$ cat src/rtl/mac_sequencer_if.sv
// Handshake and datapath-control bundle between the FFT MAC sequencer and its datapath.
// The master side is the sequencer; the slave side is the requester and datapath.
interface mac_sequencer_if #(
  parameter int LOG2N = 5
);
  logic             start;
  logic             hold;
  logic             ready;
  logic             busy;
  logic             done;
  logic [2:0]       stage;
  logic [LOG2N-2:0] bfly;
  logic [LOG2N-1:0] addr_A;
  logic [LOG2N-1:0] addr_B;
  logic [LOG2N-2:0] tw_idx;
  logic             sel_BI;
  logic             sel_WI;
  logic             mac_sub;
  logic             rst_signal;
  logic             Ld_R;
  logic             Ld_I;
  logic             wr_en;

  modport master (
    input  start, hold,
    output ready, busy, done, stage, bfly, addr_A, addr_B, tw_idx,
           sel_BI, sel_WI, mac_sub, rst_signal, Ld_R, Ld_I, wr_en
  );

  modport slave (
    output start, hold,
    input  ready, busy, done, stage, bfly, addr_A, addr_B, tw_idx,
           sel_BI, sel_WI, mac_sub, rst_signal, Ld_R, Ld_I, wr_en
  );
endinterface

$ cat src/rtl/mac_sequencer.sv
// Radix-2 FFT butterfly sequencer: walks every stage/butterfly pair and emits the
// eight-step complex MAC control sequence plus operand and twiddle addresses.
module mac_sequencer #(
  parameter int LOG2N = 5
) (
  input logic            clk_MAC,
  input logic            rst,
  mac_sequencer_if.master bus
);

  typedef enum logic [3:0] {
    IDLE, CLR, P0, P1, LDR, P2, P3, LDI, WB, DONE
  } state_t;

  state_t           state_q, state_d;
  logic [2:0]       stage_q, stage_d;
  logic [LOG2N-2:0] bfly_q, bfly_d;

  logic ready_q, busy_q, done_q, rstSig_q;
  logic selBI_q, selWI_q, macSub_q, ldR_q, ldI_q, wrEn_q;

  logic             lastBfly, lastStage;
  logic [LOG2N-1:0] bflyExt, span, low, addrA, addrB;
  logic [3:0]       stageP1, twShift;
  logic [LOG2N-2:0] twIdx;

  assign lastBfly  = &bfly_q;
  assign lastStage = (stage_q == 3'(LOG2N - 1));

  always_comb begin
    state_d = state_q;
    stage_d = stage_q;
    bfly_d  = bfly_q;
    if (!bus.hold) begin
      case (state_q)
        IDLE: if (bus.start) state_d = CLR;
        CLR:  state_d = P0;
        P0:   state_d = P1;
        P1:   state_d = LDR;
        LDR:  state_d = P2;
        P2:   state_d = P3;
        P3:   state_d = LDI;
        LDI:  state_d = WB;
        WB: begin
          if (lastBfly && lastStage) begin
            state_d = DONE;
            stage_d = '0;
            bfly_d  = '0;
          end else begin
            state_d = CLR;
            bfly_d  = bfly_q + 1'b1;
            if (lastBfly) stage_d = stage_q + 3'd1;
          end
        end
        DONE:    state_d = IDLE;
        default: state_d = IDLE;
      endcase
    end
  end

  // Control flags are registered from the next state so they line up with state_q.
  always_ff @(posedge clk_MAC or negedge rst) begin
    if (!rst) begin
      state_q  <= IDLE;
      stage_q  <= '0;
      bfly_q   <= '0;
      ready_q  <= 1'b1;
      busy_q   <= 1'b0;
      done_q   <= 1'b0;
      rstSig_q <= 1'b0;
      selBI_q  <= 1'b0;
      selWI_q  <= 1'b0;
      macSub_q <= 1'b0;
      ldR_q    <= 1'b0;
      ldI_q    <= 1'b0;
      wrEn_q   <= 1'b0;
    end else begin
      state_q  <= state_d;
      stage_q  <= stage_d;
      bfly_q   <= bfly_d;
      ready_q  <= (state_d == IDLE);
      busy_q   <= (state_d inside {CLR, P0, P1, LDR, P2, P3, LDI, WB});
      done_q   <= (state_d == DONE);
      rstSig_q <= (state_d == CLR);
      selBI_q  <= (state_d inside {P1, P3});
      selWI_q  <= (state_d inside {P1, P2});
      macSub_q <= (state_d == P1);
      ldR_q    <= (state_d == LDR);
      ldI_q    <= (state_d == LDI);
      wrEn_q   <= (state_d == WB);
    end
  end

  // Butterfly pairs sit span apart inside groups of 2*span; twiddle stride shrinks per stage.
  always_comb begin
    bflyExt = {1'b0, bfly_q};
    span    = LOG2N'(1) << stage_q;
    low     = bflyExt & (span - LOG2N'(1));
    stageP1 = {1'b0, stage_q} + 4'd1;
    addrA   = ((bflyExt >> stage_q) << stageP1) | low;
    addrB   = addrA + span;
    twShift = 4'(LOG2N - 1) - {1'b0, stage_q};
    twIdx   = low[LOG2N-2:0] << twShift;
  end

  assign bus.ready   = ready_q;
  assign bus.busy    = busy_q;
  assign bus.stage   = stage_q;
  assign bus.bfly    = bfly_q;
  assign bus.sel_BI  = selBI_q;
  assign bus.sel_WI  = selWI_q;
  assign bus.mac_sub = macSub_q;
  assign bus.addr_A  = busy_q ? addrA : '0;
  assign bus.addr_B  = busy_q ? addrB : '0;
  assign bus.tw_idx  = busy_q ? twIdx : '0;

  // A stall suppresses every side-effecting strobe; it re-fires once hold drops.
  assign bus.rst_signal = rstSig_q & ~bus.hold;
  assign bus.Ld_R       = ldR_q    & ~bus.hold;
  assign bus.Ld_I       = ldI_q    & ~bus.hold;
  assign bus.wr_en      = wrEn_q   & ~bus.hold;
  assign bus.done       = done_q   & ~bus.hold;

endmodule

$ cat src/flat_wrapper.sv
// flat-port wrapper written by rule: the top's interface ports become plain ports
module mac_sequencer_flat 
#(
  parameter int LOG2N = 5
)
  (clk_MAC, rst, bus_start, bus_hold, bus_ready, bus_busy, bus_done, bus_stage, bus_bfly, bus_addr_A, bus_addr_B, bus_tw_idx, bus_sel_BI, bus_sel_WI, bus_mac_sub, bus_rst_signal, bus_Ld_R, bus_Ld_I, bus_wr_en);
  mac_sequencer_if #(.LOG2N(LOG2N)) bus_i ();
  input logic clk_MAC;
  input logic rst;
  input wire logic [$bits(bus_i.start)-1:0] bus_start;
  input wire logic [$bits(bus_i.hold)-1:0] bus_hold;
  output wire logic [$bits(bus_i.ready)-1:0] bus_ready;
  output wire logic [$bits(bus_i.busy)-1:0] bus_busy;
  output wire logic [$bits(bus_i.done)-1:0] bus_done;
  output wire logic [$bits(bus_i.stage)-1:0] bus_stage;
  output wire logic [$bits(bus_i.bfly)-1:0] bus_bfly;
  output wire logic [$bits(bus_i.addr_A)-1:0] bus_addr_A;
  output wire logic [$bits(bus_i.addr_B)-1:0] bus_addr_B;
  output wire logic [$bits(bus_i.tw_idx)-1:0] bus_tw_idx;
  output wire logic [$bits(bus_i.sel_BI)-1:0] bus_sel_BI;
  output wire logic [$bits(bus_i.sel_WI)-1:0] bus_sel_WI;
  output wire logic [$bits(bus_i.mac_sub)-1:0] bus_mac_sub;
  output wire logic [$bits(bus_i.rst_signal)-1:0] bus_rst_signal;
  output wire logic [$bits(bus_i.Ld_R)-1:0] bus_Ld_R;
  output wire logic [$bits(bus_i.Ld_I)-1:0] bus_Ld_I;
  output wire logic [$bits(bus_i.wr_en)-1:0] bus_wr_en;
  assign bus_i.start = bus_start;
  assign bus_i.hold = bus_hold;
  assign bus_ready = bus_i.ready;
  assign bus_busy = bus_i.busy;
  assign bus_done = bus_i.done;
  assign bus_stage = bus_i.stage;
  assign bus_bfly = bus_i.bfly;
  assign bus_addr_A = bus_i.addr_A;
  assign bus_addr_B = bus_i.addr_B;
  assign bus_tw_idx = bus_i.tw_idx;
  assign bus_sel_BI = bus_i.sel_BI;
  assign bus_sel_WI = bus_i.sel_WI;
  assign bus_mac_sub = bus_i.mac_sub;
  assign bus_rst_signal = bus_i.rst_signal;
  assign bus_Ld_R = bus_i.Ld_R;
  assign bus_Ld_I = bus_i.Ld_I;
  assign bus_wr_en = bus_i.wr_en;
  mac_sequencer #(.LOG2N(LOG2N)) u_core (.clk_MAC(clk_MAC), .rst(rst), .bus(bus_i));
endmodule
$ cat config.mk
export PLATFORM = sky130hd
export DESIGN_NAME = mac_sequencer_flat
export DESIGN_NICKNAME = d
export VERILOG_FILES = /design/src/rtl/mac_sequencer_if.sv /design/src/rtl/mac_sequencer.sv /design/src/flat_wrapper.sv
export SDC_FILE = /design/constraint.sdc
export NUM_CORES = 1
export LEC_CHECK = 0
export CAP_MARGIN = 20
export CORE_ASPECT_RATIO = 1.5
export CORE_MARGIN = 2
export CORE_UTILIZATION = 51
export DETAILED_ROUTE_END_ITERATION = 8
export PLACE_DENSITY = 0.8
export SYNTH_ARGS = -nofsm -noshare
export SYNTH_HDL_FRONTEND = slang
export SYNTH_SLANG_ARGS = --single-unit
export TNS_END_PERCENT = 30
$ cat constraint.sdc
create_clock -name clk_MAC -period 3.9 [get_ports clk_MAC]
set_input_delay 0.78 -clock clk_MAC [delete_from_list [all_inputs] [get_ports clk_MAC]]
set_output_delay 0.78 -clock clk_MAC [all_outputs]
set_load 0.02 [all_outputs]
== Word-level counts from Yosys, hierarchy flattened ==
Cells that the tools add are included.
Operators by class
  add/subtract/negate cells: 6
  equal/unequal tests: 18
  shifts and indexed selects: 4
  muxes and demuxes: 10
  bitwise operators: 8
  reductions and logical operators: 10
Operators with widths (count)
  case mux 4 bit (9 select lines): 1
  equality test 4 x 3 -> 1 bit (second input constant): 8
  2-to-1 mux 4 bit: 5
  equality test 4 x 2 -> 1 bit (second input constant): 4
  equality test 4 bit (second input constant): 3
  2-to-1 mux 5 bit: 2
  equality test 4 x 1 -> 1 bit (second input constant): 2
  zero test 4 bit: 2
  nonzero test 8 bit: 1
  2-to-1 mux 3 bit: 2
  nonzero test 2 bit: 3
  adder 5 bit: 1
  AND 1 bit: 5
  AND 4 x 5 -> 5 bit: 1
  bitwise OR 5 bit: 1
  << shifter 1 x 3 -> 5 bit (first input constant): 1
  << shifter 5 x 4 -> 5 bit: 1
  right shift 4 x 3 -> 5 bit: 1
  subtractor 5 x 1 -> 5 bit (second input constant): 1
  adder 3 x 1 -> 4 bit (second input constant): 1
  adder 4 x 1 -> 4 bit (second input constant): 1
  AND reduction 4 bit: 1
  << shifter 4 x 4 -> 4 bit: 1
  subtractor 3 x 3 -> 4 bit (first input constant): 1
  other kinds (6): 6
Word-level totals
  register bits: 21
  output and inout port bits: 31
  word-level logic and storage cells: 69

== Logic depth before layout (Yosys ltp) ==
  depth after elaboration: 7
  gate-level depth with buffers: 15
  mapped depth without buffers: 14

== Worst setup path after synthesis ==
OpenSTA, ideal clock, no wires.
  path kind: register to output
  start: register u_core.stage_q[1] (netlist: u_core.bus.stage[1])
  end: output port bus_addr_B[4]
  data arrival time: 3.248 ns
  slack: -0.128 ns
  cell stages (with the launch flop): 14
  path buffers: 2
  cell sequence: dfrtp_1 buf_2 inv_1 ha_1 buf_2 nor2_1 a31o_2 ha_1 fa_1 a21o_1 a21oi_1 xnor2_1 o31a_1 nor3_1
Between the ends
  cells in the longest elaborated chain, start to end: 6
RTL lines
  start, declared: RTL line mac_sequencer.sv:16  | logic [2:0] stage_q, stage_d;
  start signal, assigned: RTL line mac_sequencer.sv:79  | stage_q <= stage_d;
  << shifter 1 x 3 -> 5 bit: RTL line mac_sequencer.sv:97  | span = LOG2N'(1) << stage_q;
  subtractor 5 x 1 -> 5 bit: RTL line mac_sequencer.sv:98  | low = bflyExt & (span - LOG2N'(1));
  AND 4 x 5 -> 5 bit: RTL line mac_sequencer.sv:98
  bitwise OR 5 bit: RTL line mac_sequencer.sv:100  | addrA = ((bflyExt >> stage_q) << stageP1) | low;
  adder 5 bit *: RTL line mac_sequencer.sv:101  | addrB = addrA + span;
  2-to-1 mux 5 bit *: RTL line mac_sequencer.sv:114  | assign bus.addr_B = busy_q ? addrB : '0;
  end, declared: RTL line flat_wrapper.sv:18  | output wire logic [$bits(bus_i.addr_B)-1:0] bus_addr_B;
Every way passes the cells marked *; elsewhere a longest branch is shown, timed or not.

== Final worst setup path ==
  start: register u_core.stage_q[0] (netlist: u_core.bus.stage[0])
  end: output port bus_addr_B[4]
The elaborated chain is that of the path after synthesis.

==> results.json <==
{
  "critPathCaptureType": "output port",
  "yosysMostFrequentCell": "dfrtp_1",
  "cts_tree": "yes",
  "synth-xor-area-share": 0.05716,
  "synth.area.top_cells": "dfrtp_1, ha_1, nor2b_1",
  "avgViaCountPerCell": 5.734,
  "avgSynthCellArea_um2": 8.917,
  "portBuffers": 34,
  "async_flop_share": 1.000,
  "crit_arrival_ps": 3070,
  "finalCritPeriodShare": 0.9877,
  "synth_top_area_frac": 0.2970,
  "ios": 35,
  "crit_buf_inv": 1,
  "crit_top_cell": "ha_2",
  "ys_seq_area_frac": 0.3125,
  "hpwl_mm": 3.474,
  "grt_pass1_wl_mm": 7.410,
  "grt_pass1_vias": 1699,
  "synth_ff_type": "dfrtp_1",
  "worstMarginPinSlew_ps": 922.5,
  "ys_top_cells_by_count": "dfrtp_1, nor2_1, ha_1",
  "cp_slowest_cell": "dfrtp_2",
  "synth_fa_ha_area_frac": 0.1084,
  "outcome": "completed",
  "yosysWarnings": 0,
  "final.setup.tns_ps": 0,
  "syn_nets": 207,
  "crit_path_start_kind": "flop",
  "die_h_um": 74.41,
  "worst-path-max-fanout": 4,
  "required_ps": 3120,
  "maxCapViolations": 0,
  "cts_root_buf": "clkbuf_8",
  "hold_ws_ps": 652.9,
  "diodes": 0,
  "cts_made_buffers": 3,
  "area_growth_pct": 42.39,
  "slew_viol_final": 0,
  "grt_max_degree": 22,
  "first_pass_iters": 4,
  "gp_congestion": 0.9206,
  "rows": 25,
  "fin_total_pwr_mw": 1.047,
  "core-area_um2": 3159,
  "htreeDepth": 1,
  "gr-total-overflow": 0,
  "route.detailed.drc": 0,
  "hold_violations": 0,
  "setup_viol": 0,
  "synth_top_family_by_area": "simple AND/OR/NAND/NOR gates",
  "critPathKind": "reg -> out",
  "yosys.area.top_type": "dfrtp_1",
  "netlist_instances": 189,
  "nNetsFinal": 268,
  "slew_headroom": 0.3830,
  "layout-drive-gt1-share": 0.2811,
  "rrSetupSlack_ps": 1650,
  "ctsHoldBuffers": 0,
  "synth.ff_latch_count": 21,
  "wl_per_cell_um": 16.13,
  "ir_drop_mv": 0.4711,
  "crit_path_cell_trace": "ha_2 > ha_1 > nand2_2 > nor2_1 > a31o_2 > ha_2 > fa_2 > a21o_1 > a21oi_2 > xnor2_2 > nor4_2 > nor3_2 > buf_4",
  "critPathMaxStageDelay_ps": 440,
  "synth_area_um2": 1685,
  "ant_nets": 0,
  "yosysUniqueCellTypes": 50,
  "final.min_clock_period_ps": 3852,
  "clock_skew_ps": 0.9316,
  "hold_class": "reg -> reg",
  "dr.first_iter.drc_count": 60,
  "fmax_mhz": 259.6,
  "synth_mux_area_frac": 0.02004,
  "power_density_nw_per_um2": 436.2,
  "cts_buffer_depth": 2,
  "crit_family": "adder cells",
  "postRouteWirelength_mm": 4.661,
  "start_util": 0.5335,
  "clk_pin_slew_worst_paths_ps": 70,
  "synthSimpleGateAreaFrac": 0.2487,
  "rsz0062_at_grt": "yes",
  "power.leakage_nw": 1.095,
  "synth_edf_count": 0,
  "clk_latency_ps": 260,
  "die_x_um": 50.94,
  "grtUsageTotal": 0.2560,
  "cts_sinks": 21,
  "dieArea_um2": 3790,
  "antenna_found_initial": 0,
  "synth_compound_area_frac": 0.1938,
  "dr_total_vias": 1657
}
final cells by class:
type	count	area, µm²
multi-input combinational	146	1144
sequential	21	528.0
tap	40	50.05
clock inverter	1	5.005
fill	231	759.5
clock buffer	3	41.29
timing repair buffer	67	590.6
inverter	11	41.29
flip-flops by register name, indices dropped and copies added, names as in the netlist:
register,cells
u_core.bus.mac_sub,1
u_core.bus.sel_WI,1
u_core.bus.stage,3
u_core.bus.sel_BI,1
u_core.bus.bfly,4
u_core.bus.busy,1
u_core.done_q,1
u_core.state_q,4
u_core.rstSig_q,1
u_core.ldI_q,1
u_core.bus.ready,1
u_core.wrEn_q,1
u_core.ldR_q,1
layout by cell type, fill, tap and decap left out, drive strengths merged, types with 2 or more instances in the layout:
cell type	n
clkdlybuf4s50	30
mux2	3
a31oi	6
nor4b	2
a21oi	7
and4	2
nand3	8
nor3b	3
o21ai	11
nand4	2
dfrtp	20
a21o	3
clkbuf	3
a22oi	3
o31ai	2
o32ai	2
a211oi	2
inv	11
nor4	2
nor2b	10
nor3	5
xnor2	6
nor2	15
buf	34
xor2	5
and2	4
ha	13
and3	2
nand2	12
nand2b	2
kinds of logic (layout without fill, tap and decap cells):
logic type | after synthesis | count (layout)
buffers and inverters | 22 | 82
DFF | 21 | 21
muxes | 3 | 3
AOI/OAI and AO/OA | 45 | 45
xor gates and xnor gates | 11 | 11
adders and majority gates | 14 | 14
and+or+nand+nor | 73 | 73
path summary, 6_finish.rpt:
check                                                 from                              end  depth (start not counted)
hold reg to reg             u_core.bus.bfly[3]$_DFFE_PN0P_   u_core.bus.bfly[3]$_DFFE_PN0P_                          2
setup reg to reg           u_core.bus.stage[0]$_DFFE_PN0P_     u_core.bus.mac_sub$_DFF_PN0_                          9
setup / recovery           u_core.bus.stage[0]$_DFFE_PN0P_                    bus_addr_B[4]                         13
max in group asynchronous                              rst  u_core.bus.stage[0]$_DFFE_PN0P_                          1
min in group asynchronous                              rst     u_core.bus.mac_sub$_DFF_PN0_                          1
hold / removal              u_core.bus.bfly[3]$_DFFE_PN0P_   u_core.bus.bfly[3]$_DFFE_PN0P_                          2
report_power, final:
group	internal, mW	switching [mW]	leakage (nW)	total [mW]
Sequential	0.282	0.0771	0.272	0.359
Combinational	0.257	0.289	0.798	0.546
Clock	0.0712	0.0706	0.0255	0.142
layer usage:
| layer | GRT usage | routed length (µm) | vias up | part of all wire |
|---|---|---|---|---|
| met1 | 0.2657 | 1671 | 790 | 0.36 |
| met3 | 0.01606 | 191 | 14 | 0.041 |
| li1 | - | - | 792 | - |
| met2 | 0.5209 | 2682 | 61 | 0.58 |
| met4 | 0.09610 | 115 | 0 | 0.025 |
| met5 | 0 | 0 | - | 0 |
repair_timing:
| action | in CTS | in global routing |
|---|---|---|
| pin swaps | 0 | 5 |
| resized for setup | 3 | 28 |
| setup buffers | 0 | 3 |
| setup endpoints to repair | 3 | 6 |
stage by stage:
stage / instance area [µm²] / util / worst slack (ps) / std cells
global placement: 2247 / 0.7113 / -108.4 / 282
floorplan: 1690 / - / 31.61 / 189
global route: 2400 / 0.7596 / -82.62 / 289
finish: 2400 / 0.7596 / 48.11 / 289
CTS: 2290 / 0.7248 / -167.0 / 286
detailed placement: 2247 / 0.7113 / -148.6 / 282
worst min-delay path, cell delays in order (launching register included):
cell and delay [ps]:
dfrtp_1 340, buf_4 160, o21ai_0 100
(Power assumes the default switching activity.)
